--- src/rtl/hazard_scoreboard.sv ---
// Purpose: tracks EX/MEM/WB destination registers and raises a one-cycle load-use stall; optional stall counter under HAZARD_SCOREBOARD_STALL_CNT_EN.
// Latency: one cycle per stage (EX, MEM, WB all flopped); stall is combinational from decode inputs and EX state.
// Backpressure: stall holds fetch/decode and injects an EX bubble; flush overrides stall.
module hazard_scoreboard #(
  parameter int CNT_W = 16
) (
  input  logic             clk,
  input  logic             rst,
  input  logic             id_valid,
  input  logic             id_wen,
  input  logic [4:0]       id_wnum,
  input  logic             id_is_load,
  input  logic [4:0]       id_rs,
  input  logic [4:0]       id_rt,
  input  logic             id_rs_used,
  input  logic             id_rt_used,
  input  logic             flush,
  output logic             exe_wen,
  output logic [4:0]       exe_wnum,
  output logic             mem_wen,
  output logic [4:0]       mem_wnum,
  output logic             wb_wen,
  output logic [4:0]       wb_wnum,
  output logic             stall,
  output logic [CNT_W-1:0] stall_count
);

  logic       ex_is_load;
  logic       bubble;
  logic       next_wen;
  logic [4:0] next_wnum;
  logic       next_is_load;
  logic       rs_hit;
  logic       rt_hit;

  // Only a load sitting in EX needs a stall; MEM/WB producers are forwarded.
  assign rs_hit = id_rs_used && (id_rs == exe_wnum);
  assign rt_hit = id_rt_used && (id_rt == exe_wnum);
  assign stall  = !rst && ex_is_load && exe_wen && !flush && (rs_hit || rt_hit);

  assign bubble = stall || flush || !id_valid;

  always_comb begin
    next_wen     = 1'b0;
    next_wnum    = 5'd0;
    next_is_load = 1'b0;
    if (!bubble) begin
      next_wen     = id_wen && (id_wnum != 5'd0);
      next_wnum    = id_wnum;
      next_is_load = id_is_load;
    end
  end

  always_ff @(posedge clk) begin
    if (rst) begin
      exe_wen    <= 1'b0;
      exe_wnum   <= 5'd0;
      ex_is_load <= 1'b0;
      mem_wen    <= 1'b0;
      mem_wnum   <= 5'd0;
      wb_wen     <= 1'b0;
      wb_wnum    <= 5'd0;
    end else begin
      exe_wen    <= next_wen;
      exe_wnum   <= next_wnum;
      ex_is_load <= next_is_load;
      mem_wen    <= exe_wen;
      mem_wnum   <= exe_wnum;
      wb_wen     <= mem_wen;
      wb_wnum    <= mem_wnum;
    end
  end

`ifdef HAZARD_SCOREBOARD_STALL_CNT_EN
  logic [CNT_W-1:0] cnt_q;

  // Saturates at all-ones rather than wrapping.
  always_ff @(posedge clk) begin
    if (rst) begin
      cnt_q <= '0;
    end else if (stall && (cnt_q != {CNT_W{1'b1}})) begin
      cnt_q <= cnt_q + CNT_W'(1);
    end
  end

  assign stall_count = cnt_q;
`else
  assign stall_count = '0;
`endif

endmodule

--- config.mk ---
export PLATFORM = sky130hd
export DESIGN_NAME = hazard_scoreboard
export DESIGN_NICKNAME = d
export VERILOG_FILES = /design/src/rtl/hazard_scoreboard.sv
export SDC_FILE = /design/constraint.sdc
export NUM_CORES = 1
export LEC_CHECK = 0
export BUFFER_PORTS_ARGS = -buffer_cell sky130_fd_sc_hd__buf_2
export CELL_PAD_IN_SITES_DETAIL_PLACEMENT = 1
export CELL_PAD_IN_SITES_GLOBAL_PLACEMENT = 2
export CORE_UTILIZATION = 21
export DETAILED_ROUTE_END_ITERATION = 10
export PLACE_DENSITY_LB_ADDON = 0.3
export SLEW_MARGIN = 20
export SYNTH_ARGS = -nofsm -noshare
export SYNTH_HDL_FRONTEND = slang
export SYNTH_SLANG_ARGS = --single-unit
--- constraint.sdc ---
create_clock -name clk -period 1.83 [get_ports clk]
set_input_delay 0.183 -clock clk [delete_from_list [all_inputs] [get_ports clk]]
set_output_delay 0.183 -clock clk [all_outputs]
set_load 0.02 [all_outputs]
---- Word level (Yosys, flattened, before mapping) ----
Index checks and enable logic that the tools add are counted.
storage, ports and cells
  bits of input ports ..................... 23
  output and inout port bits .............. 35
  word-level logic and storage cells ...... 24
  register bits after elaboration ......... 19
cells by class
  reductions and logical operators ........ 15
  eq/ne operators ......................... 2
operators with widths
  cell                 number
  equality test 5 bit  2
  logical AND 1 bit    7
  nonzero test 5 bit   1
  logical NOT 1 bit    3
  logical OR 1 bit     3
  OR reduction 2 bit   1

---- Longest topological paths before layout ----
Gate-level depths: netlist of the first run.
  word-level depth ........................ 8
  gate-level depth with buffers ........... 5
  mapped depth without buffers ............ 5

---- Least setup slack after synthesis of the first run ----
No wires, ideal clock.
  path kind ............................... register -> register
  start ................................... register exe_wnum[0]
  end ..................................... register ex_is_load
  required time ........................... 1.715 ns
  buffers on the path ..................... 0
  stages on the path, launching flop included .. 6
  arrival ................................. 1.484 ns
  period minus slack after synthesis ...... 1.599 ns
  library setup time ...................... 0.115 ns
  path slack .............................. 0.231 ns
  cells stage by stage .................... dfxtp_1 xnor2_1 nand4_1 or4_1 and4_4 and2_1
on the way
  word-level cells in the longest chain between the ends .. 7
  elaborated cells on any way between the ends .. 9
  classes of those cells .................. eq/ne: 2; reduce/logical: 7
ends and longest elaborated chain
  item                                    RTL line  RTL
  from (decl)                             19        output logic [4:0] exe_wnum,
  from (signal assigned)                  65        exe_wnum <= next_wnum;
  equality test 5 bit (on tied branches)  37, 38
  logical AND 1 bit (on tied branches)    37, 38
  logical OR 1 bit *                      39        assign stall = !rst && ex_is_load && exe_wen && !flush && (rs_hit || rt_hit);
  logical AND 1 bit *                     39
  logical OR 1 bit * (2 in series)        41        assign bubble = stall || flush || !id_valid;
  OR reduction 2 bit (no source line) *   n/a
  to (signal assigned)                    66        ex_is_load <= next_is_load;
  to (decl)                               28        logic ex_is_load;
Mark *: on every way between the ends. The rest lies on a longest branch, timed or not.
A chain may end at the register's enable or synchronous reset.

---- Worst setup path in the final report of the first run ----
  start ................................... register exe_wnum[0]
  end ..................................... output stall
on the way
  word-level cells in the longest chain between the ends .. 4
  elaborated cells on any way between the ends .. 6
  classes of those cells .................. eq/ne: 2; reduce/logical: 4
ends and longest elaborated chain
  item                                    RTL line  RTL
  equality test 5 bit (on tied branches)  37, 38
  logical AND 1 bit (on tied branches)    37, 38
  logical OR 1 bit *                      39
  logical AND 1 bit *                     39
  to (decl)                               24        output logic stall,
Marked as above.

==> summary.md, run 1 <==
| Metric | Value |
|---|---|
| WL final | between 1500 and 2000 µm |
| Power density cells | 755.1 nW/µm² |
| Count of hold buffers inserted by post-cts repair | 0 |
| Residual overflow from global routing | 0 |
| Worst hold path type | input pin to register |
| Hold violation count in the final report | 0 |
| Length of the first detailed-routing pass in iterations | 3 |
| Setup TNS after final layout | 0 ns |
| Endpoint of the most critical setup path | stall |
| Worst reg-to-reg setup slack | 0.26 ns |
| Clock Skew | 0.0006190 ns |
| Unrepaired setup endpoints after global routing | no |
| Average vias per placed instance | 3.612 |
| Worst R2R End | exe_wnum[1] |
| Clk slew on worst S/H paths | around 0.06 ns |
| Number of cells on the worst reg-to-reg path | 5 |
| Final Setup Violations | 0 |
| Yosys warnings | 0 |
| Count of H-tree levels built during CTS | 1 |
| Setup fix buffers added after clock tree synthesis | 0 |
| Placed cell area | about 980 µm² |
| Result of the run | completed |
| Clock sink total | 19 |
| Synth Instances | 75 |
| TritonCTS clock tree | done |
| Critical Path Source Type | register |
| Area contributors post-synth | dfxtp_1, buf_4, nor2b_1 |
| Clock latency reported for the late side of the worst-skew pair | approximately 0.25 ns |
| Fraction of the yosys area taken by sequential cells | roughly half |
| Die ar. | 3972 µm² |
| Via count of the first global-routing pass | between 600 and 700 |
| GPL Wtd Cong | about 0.68 |
| Ratio of cells with drive above 1 in the final layout | between 40% and 50% |
| Leading cell type in the layout, fill and taps excluded | buf_2 |
| Number of buffers created by CTS | 3 |
| Wire length of the first global-routing pass | between 2000 and 3000 µm |
| Share of the synthesized area in the top cell type | 48.64% |
| Initial standard-cell utilization of the core | 22.72% |
| Routed wire per std cell | around 10 µm |
| Vias after detailed routing | between 500 and 600 |
| Arrival @ worst endpoint | around 1.6 ns |
| Floorplan Core Area | roughly 3400 µm² |
| Crit path time final | between 1.5 and 2 ns |
| Synthesis-stage register bit count | 19 |
| Layout Cell Area excl Fill | 1069 µm² |
| Maximum vdd drop | 0.2123 mV |
| Fmax achieved | between 500 and 600 MHz |
| Post-layout nets | approximately 140 |
| Distinct cell type count of the synthesized netlist | 17 |
| I/O Buffers | 41 |
| Largest stage delay, worst path | between 0.4 and 0.5 ns |
| Crit path max fanout | 4 |
| Count of max-cap constraint violations | 0 |
| Cell at the root of the clock tree | clkbuf_8 |
| HPWL after detailed placement | 1397 µm |
| Post-synthesis area per instance | ~10 µm² |
| Commonest cells after routing, fill and taps aside | buf_2, conb_1, dfxtp_1 |
| Initial antenna violation count | 0 |
| Die span in x | 63.03 µm |
| Number of top-level pins | between 50 and 60 |
| Footprint of the multi-input gates | roughly 360 µm² |
| Number of buffers between clock root and the deepest sink | 2 |
| Post-detailed-route DRC marker count | 0 |
| Critical path required time | 1.65 ns |
| Storage element area | ~390 µm² |
| Number of diodes added for antenna fixing | 0 |
| Hold WS | 0.1393 ns |
| CP Capture Type | primary output |
| Crit path max-delay cell type | or4_1 |
| Combined area of all synthesized cells | 782.0 µm² |
| Critical Path Source | exe_wnum[0] |
| Leakage | 0.5483 nW |
| Relative area change from synthesis to final layout | 36.64% |
| Cell accounting for the most synthesized area | dfxtp_1 |
| Total GRT Usage | just under 9% |
| Chip height | 63.03 µm |
| Period utilisation layout | approximately 95% |
| Kind of critical path | register to primary output |
| Maximum number of pins on one net before global-route repair | 13 |
| Cell chain of the critical path | xnor2_1 > nand4_1 > or4_1 > nand2_2 > buf_4 |
| Count of routing violations after the opening detailed-route iteration | 8 |
| Critical R2R Launch | exe_wnum[0] |
| Final max-slew violation count | 0 |
| Count of standard-cell rows | 21 |
| Number of filler cells placed in the layout | between 400 and 500 |
| Antenna Violating Nets Remaining | 0 |
==> cell families (layout without fill, tap and decap cells) <==
| family | after synthesis | after routing | share of synthesized area [%] |
|---|---|---|---|
| other | 1 | 16 | 0.4795 |
| buffers and inverters | 17 | 46 | 16.00 |
| AO/OA/AOI/OAI | 1 | 1 | 1.280 |
| AND/OR/NAND/NOR | 27 | 27 | 22.40 |
| flip-flops | 19 | 19 | 48.64 |
| XOR/XNOR | 10 | 10 | 11.20 |
==> routing by layer <==
layer / vias to the layer above / track usage (%) / wire length, µm
met2: 38 / 14.65 / 794
met4: 0 / 4.360 / 4
met3: 2 / 2.737 / 178
met1: 262 / 10.03 / 680
li1: 294 / - / -
met5: - / 0 / 0
==> timing repair <==
item	in CTS	in global routing
pin swaps	0	1
endpoints found under the setup margin	1	1
hold endpoints to repair	0	0
gates resized for setup	4	8
==> stage by stage <==
stage	instances	util, %	setup WS (ns)	power [mW]
global route	165	31.04	0.002216	0.8503
detailed placement	161	28.57	0.1973	0.5387
finish	165	31.04	0.09074	0.8068
floorplan	90	-	0.2310	0.5238
global placement	161	28.57	0.2123	0.5382
CTS	165	30.03	0.01783	0.8180
==> synthesized netlist by cell type (all sizes together) <==
cell and instances:
nand2 1, and4 1, o311a 1, and2 6, dfxtp 19, or3 1, and2b 2, conb 1
xnor2 6, or4 2, nand3 1, buf 17, nand4 2, nor2b 10, xor2 4, nor2 1
==> flip-flops by register name, summed over array words and instances (netlist names) <==
| name | flops |
|---|---|
| ex_is_load | 1 |
| exe_wen | 1 |
| exe_wnum | 5 |
| mem_wen | 1 |
| mem_wnum | 5 |
| wb_wen | 1 |
| wb_wnum | 5 |
==> report_power, final <==
group	internal [mW]	total, mW	switching [mW]
Sequential	0.421	0.427	0.00650
Clock	0.154	0.274	0.120
Combinational	0.0418	0.106	0.0639
Total	0.617	0.807	0.190
==> how the worst min path moves through the flow <==
stage | slack [ns] | endpoint | cells past startpoint | start
finish | 0.14 | ex_is_load | 2 | id_is_load
global route | 0.13 | ex_is_load | 2 | id_is_load
CTS | 0.14 | ex_is_load | 2 | id_is_load
detailed placement | 0.40 | ex_is_load | 2 | id_is_load
global placement | 0.40 | ex_is_load | 2 | id_is_load
floorplan | 0.30 | ex_is_load | 1 | id_is_load
==> final cells by class <==
cell class	instances	share of cell area, %
multi-input combinational	54	33.84
sequential	19	36.42
timing repair buffer	42	20.14
clock buffer	4	4.215
tap	46	5.386
==> worst max-delay path, delay by kind of cell, from the launching register on <==
| family | cells | cell delay, ns |
|---|---|---|
| AND/OR/NAND/NOR | 3 | 0.68 |
| flip-flops | 1 | 0.38 |
| buffers and inverters | 1 | 0.14 |
| XOR/XNOR | 1 | 0.12 |
Note: power is estimated with default switching activity, not from simulation.
==> run 2: changes to the inputs <==
==> constraint.sdc (replaced) <==
create_clock -name clk -period 1.83 [get_ports clk]
set_input_delay 0.183 -clock clk [delete_from_list [all_inputs] [get_ports clk]]
set_output_delay 0.183 -clock clk [all_outputs]
set_load 0.1 [all_outputs]
==> run 2 against run 1 <==
Count of clock-buffer cells in the layout is 1 lower; first-iteration DRC count is 88% higher; power is 20% higher; critical path depth stayed put; via count is 2.3% higher; sequential share of layout area hardly changed; flip-flop and latch count stayed put; fmax is 2.1% lower; clock power is 4% higher; critical endpoint unchanged; largest cell class unchanged; largest power group unchanged.
==> summary.md, run 2 (synthesis gave the netlist of run 1 again) <==
| Metric | Value |
|---|---|
| Result of the run | completed |
| Via count of the first global-routing pass | 618 (+0.82%) |
| Total GRT Usage | 9.300% (+0.50 points) |
| Critical path required time | 1.65 ns (about the same) |
| Residual overflow from global routing | 0 (unchanged) |
| Routed wire per std cell | 10.45 µm (+4.1%) |
| Die ar. | 3972 µm² (unchanged) |
| Design internal power | 0.6079 mW (-1.4%) |
| Average vias per placed instance | 3.697 (+2.3%) |
| Final Setup Violations | 0 (unchanged) |
| Period utilisation layout | 97.12% (+2.1 points) |
| CP Capture Type | primary output |
| Ratio of cells with drive above 1 in the final layout | 50.42% (+2.5 points) |
| Met3 WL post-DR | 169 µm (-5.1%) |
| Number of filler cells placed in the layout | 415 (-2.8%) |
| Length of the first detailed-routing pass in iterations | 3 (unchanged) |
| Clock latency reported for the late side of the worst-skew pair | 0.25 ns (about the same) |
| Critical Path Source Type | register |
| Unrepaired setup endpoints after global routing | yes |
| Chip height | 63.03 µm (unchanged) |
| Net switching share of the total power | 37.20% (+14 points) |
| HPWL after detailed placement | 1459 µm (+4.4%) |
| Storage element area | 402.9 µm² (+3.5%) |
| Number of top-level pins | 58 (unchanged) |
| Count of hold buffers inserted by post-cts repair | 0 (unchanged) |
| Leakage | 0.5578 nW (+1.7%) |
| Maximum vdd drop | 0.2236 mV (+5.3%) |
| Clock Skew | 0.001156 ns (+0.0005366 ns) |
| Fmax achieved | 562.7 MHz (-2.1%) |
| Share of power burned in registers | 43.5% (-9.5 points) |
| Kind of critical path | register to primary output |
| Footprint of the multi-input gates | 370.4 µm² (+2.4%) |
| GPL Wtd Cong | 0.7158 (+5.7%) |
| Initial standard-cell utilization of the core | 22.72% (unchanged) |
| WL final | 1725 µm (+4.1%) |
| Leading cell type in the layout, fill and taps excluded | buf_2 |
| Power share of the combinational group | 27.2% (+14 points) |
| Setup TNS after final layout | 0 ns (unchanged) |
| Power consumption | 0.9680 mW (+20%) |
| Total met2 wirelength after detailed routing | 814 µm (+2.5%) |
| Number of buffers between clock root and the deepest sink | 2 (unchanged) |
| Number of diodes added for antenna fixing | 0 (unchanged) |
| Routed length on met1 | 701 µm (+3.1%) |
| Largest stage delay, worst path | 0.45 ns (about the same) |
| Vias after detailed routing | 610 (+2.3%) |
| Floorplan Core Area | 3442 µm² (unchanged) |
| Antenna Violating Nets Remaining | 0 (unchanged) |
| Number of buffers created by CTS | 3 (unchanged) |
| Cell chain of the critical path | xnor2_2 > nand4_1 > or4_4 > nand2_4 > buf_12 |
| Wire length of the first global-routing pass | 2766 µm (+4.4%) |
| Post-detailed-route DRC marker count | 0 (unchanged) |
| Crit path time final | 1.777 ns (+0.03797 ns) |
| Count of routing violations after the opening detailed-route iteration | 15 (+7) |
| Crit path max fanout | 4 (unchanged) |
| Clock sink total | 19 (unchanged) |
| Initial antenna violation count | 0 (unchanged) |
| Switching Power | 0.3601 mW (+89%) |
| Count of max-cap constraint violations | 0 (unchanged) |
| Relative area change from synthesis to final layout | 41.28% |
| Power density cells | 876.2 nW/µm² (+16%) |
| Die span in x | 63.03 µm (unchanged) |
| Setup fix buffers added after clock tree synthesis | 0 (unchanged) |
| Arrival @ worst endpoint | 1.59 ns (+0.03 ns) |
| I/O Buffers | 41 (unchanged) |
| Post-layout nets | 143 (unchanged) |
| TritonCTS clock tree | done |
| Hold violation count in the final report | 0 (unchanged) |
| Count of H-tree levels built during CTS | 1 (unchanged) |
| Top layer reached by signal wires | met4 |
| Final max-slew violation count | 0 (unchanged) |
| Clk slew on worst S/H paths | 0.07 ns (about the same) |
| Cell at the root of the clock tree | clkbuf_8 |
| Maximum number of pins on one net before global-route repair | 13 (unchanged) |
| Registers with the most flip-flops | exe_wnum x5, mem_wnum x5, wb_wnum x5 |
| Commonest cells after routing, fill and taps aside | buf_2, conb_1, dfxtp_1 |
| Crit path max-delay cell type | or4_4 |
| Clock power frac | 29.3% (-4.6 points) |
| Worst hold path type | input pin to register |
| Count of standard-cell rows | 21 (unchanged) |
-- run 2: worst max-delay path, delay by kind of cell (launching register included) --
family | cells | cell delay, ns
xor gates and xnor gates | 1 | 0.15
buffers and inverters | 1 | 0.17
DFF | 1 | 0.37
and+or+nand+nor | 3 | 0.66
-- run 2: worst paths after layout --
check | from | end | slack (ns) | cells after the start
hold reg to reg | mem_wen | wb_wen | 0.46 | 1
hold / removal | id_is_load | ex_is_load | 0.14 | 2
setup reg to reg | exe_wnum[2] | exe_wnum[0] | 0.26 | 5
setup / recovery | exe_wnum[2] | stall | 0.05 | 5
-- run 2: routing by layer --
metal	vias up	track usage [%]
met5	-	0
met4	0	5.233
met3	5	2.555
met2	40	15.59
met1	268	10.50
li1	297	-
-- run 2: cell type report --
class | count | area share (%)
Sequential cell | 19 | 36.47
Multi-Input combinational cell | 54 | 33.52
Timing Repair Buffer | 42 | 20.61
Tap cell | 46 | 5.210
Clock buffer | 3 | 3.737
Clock inverter | 1 | 0.4530
-- run 2: power by group through the flow --
stage	clock [mW]	sequential [mW]	combinational, mW
final	0.284	0.421	0.263
after global routing	0.319	0.422	0.273
after CTS	0.295	0.421	0.260
after detailed placement	0	0.431	0.259
after global placement	0	0.430	0.259
after floorplan	0	0.481	0.193
-- run 2: what timing repair did --
item                                    4_1_cts  5_1_grt
pin swaps                                     0        1
gates resized for setup                       2        3
gates cloned                                  0        0
endpoints found under the setup margin        1        1
-- run 2: stage by stage --
stage               cell area, µm²  util [%]  worst slack, ns  cells  hold slack (ns)
floorplan                    868.3         -          0.09814     90           0.3039
global placement              1028     29.88           0.1764    161           0.3994
detailed placement            1028     29.88           0.1577    161           0.4052
CTS                           1082     31.44          0.02350    165           0.1377
global route                  1105     32.10         -0.04755    165           0.1394
finish                        1105     32.10          0.05277    165           0.1384
==> run 3: changes to the inputs <==
CORE_MARGIN = 3   (was not set)
==> run 3 against run 2 <==
Sequential share of layout area rose by 0.25 points; via count fell by 2.8%; clock skew fell by 0.00080 ns; sequential power barely moved; first-iteration DRC count rose by 93%; global-route usage fell by 1.7 points; wire length rose by 4.2%; power fell by 0.57%; critical path depth did not move; worst hold slack improved by 0.0041 ns; critical endpoint unchanged; largest power group unchanged.
==> summary.md, run 3 (synthesis gave the netlist of run 1 again) <==
| Metric | Value |
|---|---|
| Critical Path Source | exe_wnum[2] |
| Length of the first detailed-routing pass in iterations | 2 (-1) |
| Initial antenna violation count | 0 (unchanged) |
| Residual overflow from global routing | 0 (unchanged) |
| Crit path max-delay cell type | or4_4 |
| Maximum vdd drop | 0.2229 mV (-0.29%) |
| Busiest layer in global routing | met2 |
| Cell at the root of the clock tree | clkbuf_8 |
| Relative area change from synthesis to final layout | 40.32% |
| Count of routing violations after the opening detailed-route iteration | 29 (+14) |
| Worst reg-to-reg setup slack | 0.24 ns (-0.02 ns) |
| Crit path time final | 1.799 ns (+0.02152 ns) |
| Initial standard-cell utilization of the core | 22.55% (-0.17 points) |
| Leakage | 0.5531 nW (-0.83%) |
| Clock power frac | 29.1% (-0.2 points) |
| Worst Min Path Start | id_is_load |
| Routed wire per std cell | 10.89 µm (+4.2%) |
| Worst setup margin | 0.03125 ns (-0.02152 ns) |
| Number of filler cells placed in the layout | 432 (+4.1%) |
| Clock Skew | 0.0003595 ns (-0.0007961 ns) |
| Largest stage delay, worst path | 0.46 ns (about the same) |
| Worst hold path type | input pin to register |
| Clk slew on worst S/H paths | 0.07 ns (about the same) |
| Final Setup Violations | 0 (unchanged) |
| Total GRT Usage | 7.639% (-1.7 points) |
| Vias after detailed routing | 593 (-2.8%) |
| Via count of the first global-routing pass | 594 (-3.9%) |
| WL final | 1797 µm (+4.2%) |
| Chip height | 67.03 µm (+6.3%) |
| Count of hold buffers inserted by post-cts repair | 0 (unchanged) |
| Wire length of the first global-routing pass | 2580 µm (-6.7%) |
| Count of standard-cell rows | 21 (unchanged) |
| Leading cell type in the layout, fill and taps excluded | buf_2 |
| Met1 demand-to-capacity share in global routing | 8.065% (-2.4 points) |
| Cell chain of the critical path | xnor2_2 > nand4_1 > or4_4 > nand2_4 > buf_12 |
| Count of H-tree levels built during CTS | 1 (unchanged) |
| Net switching share of the total power | 36.98% (-0.22 points) |
| Unrepaired setup endpoints after global routing | yes |
| Number of diodes added for antenna fixing | 0 (unchanged) |
| Number of top-level pins | 58 (unchanged) |
| Clock sink total | 19 (unchanged) |
| Kind of critical path | register to primary output |
| CP Capture Type | primary output |
| Floorplan Core Area | 3468 µm² (+0.76%) |
| Setup fix buffers added after clock tree synthesis | 0 (unchanged) |
| Design internal power | 0.6066 mW (-0.22%) |
| Number of buffers between clock root and the deepest sink | 2 (unchanged) |
| Post-detailed-route DRC marker count | 0 (unchanged) |
| Share of power burned in registers | 43.7% (+0.2 points) |
| GPL Wtd Cong | 0.6605 (-7.7%) |
| Ratio of cells with drive above 1 in the final layout | 49.58% (-0.84 points) |
| Commonest cells after routing, fill and taps aside | buf_2, conb_1, dfxtp_1 |
| Pre-CTS setup slack | 0.1829 ns (+0.02518 ns) |
| Average vias per placed instance | 3.594 (-2.8%) |
| Hold WS | 0.1425 ns (+0.004068 ns) |
| Power consumption | 0.9626 mW (-0.57%) |
| Met3 Usage GRT | 2.192% (-0.36 points) |
| Crit path max-delay family | simple AND/OR/NAND/NOR gates |
| Critical R2R Launch | exe_wnum[2] |
| Fmax achieved | 555.9 MHz (-1.2%) |
| Number of buffers created by CTS | 3 (unchanged) |
| Registers with the most flip-flops | exe_wnum x5, mem_wnum x5, wb_wnum x5 |
| Die span in x | 67.03 µm (+6.3%) |
| Critical Path Source Type | register |
| Switching Power | 0.3560 mW (-1.2%) |
| Count of max-cap constraint violations | 0 (unchanged) |
| TritonCTS clock tree | done |
| Maximum number of pins on one net before global-route repair | 13 (unchanged) |
| I/O Buffers | 41 (unchanged) |
| Critical path required time | 1.65 ns (about the same) |
| Global routing met2 resource utilization | 13.99% (-1.6 points) |
| Bufs and invs on worst path | 1 (unchanged) |
| Period utilisation layout | 98.29% (+1.2 points) |
| Power density cells | 877.2 nW/µm² (+0.11%) |
| HPWL after detailed placement | 1514 µm (+3.8%) |
| Antenna Violating Nets Remaining | 0 (unchanged) |
| Die ar. | 4492 µm² (+13%) |
| Power share of the combinational group | 27.1% (about the same) |
| Result of the run | completed |
| Post-layout nets | 143 (unchanged) |
| Crit path max fanout | 4 (unchanged) |
| Arrival @ worst endpoint | 1.62 ns (+0.03 ns) |
| Clock latency reported for the late side of the worst-skew pair | 0.25 ns (about the same) |
| Final max-slew violation count | 0 (unchanged) |
| Hold violation count in the final report | 0 (unchanged) |
[run 3: through the flow]
| stage | cells | TNS [ns] | area (µm²) | utilization [%] |
|---|---|---|---|---|
| 2_1_floorplan | 90 | 0 | 868.3 | - |
| 3_3_place_gp | 161 | 0 | 1028 | 29.65 |
| 3_5_place_dp | 161 | 0 | 1028 | 29.65 |
| 4_1_cts | 165 | 0 | 1082 | 31.20 |
| 5_1_grt | 165 | -0.02614 | 1097 | 31.64 |
| 6_report | 165 | 0 | 1097 | 31.64 |
[run 3: final cells by class]
cell class                      instances  area (µm²)  share of cell area, %
Sequential cell                        19       402.9                  36.72
Multi-Input combinational cell         54       362.8                  33.07
Timing Repair Buffer                   42       227.7                  20.75
Tap cell                               46       57.56                  5.245
Clock buffer                            3       41.29                  3.763
Clock inverter                          1       5.005                 0.4561
[run 3: per-layer routing]
| layer | up-vias | wire, µm | part of all wire, % |
|---|---|---|---|
| li1 | 293 | - | - |
| met1 | 265 | 688 | 38 |
| met2 | 35 | 894 | 50 |
| met3 | 0 | 214 | 12 |
| met4 | 0 | 0 | 0 |
| met5 | - | 0 | 0 |
[run 3: path summary, 6_finish.rpt]
path	depth (start not counted)	end
worst max register to register	5	exe_wnum[2]
worst min-delay path	2	ex_is_load
worst min register to register	1	wb_wnum[0]
worst max-delay path	5	stall
[run 3: power groups by stage]
stage | Sequential [mW] | Combinational [mW] | Clock [mW]
2_1_floorplan | 0.481 | 0.193 | 0
3_3_place_gp | 0.431 | 0.258 | 0
3_5_place_dp | 0.431 | 0.258 | 0
4_1_cts | 0.421 | 0.259 | 0.292
5_1_grt | 0.422 | 0.271 | 0.313
6_report | 0.421 | 0.261 | 0.280
[run 3: what timing repair did]
action                     4_1_cts  5_1_grt
setup endpoints to repair        1        1
resized for setup                2        2
pin swaps                        0        1
[run 3: worst reg2reg max path, delay by kind of cell, from the launching register on]
kind | cells | cell delay (ns)
XOR/XNOR | 1 | 0.16
flip-flops | 1 | 0.37
AND/OR/NAND/NOR | 4 | 0.96
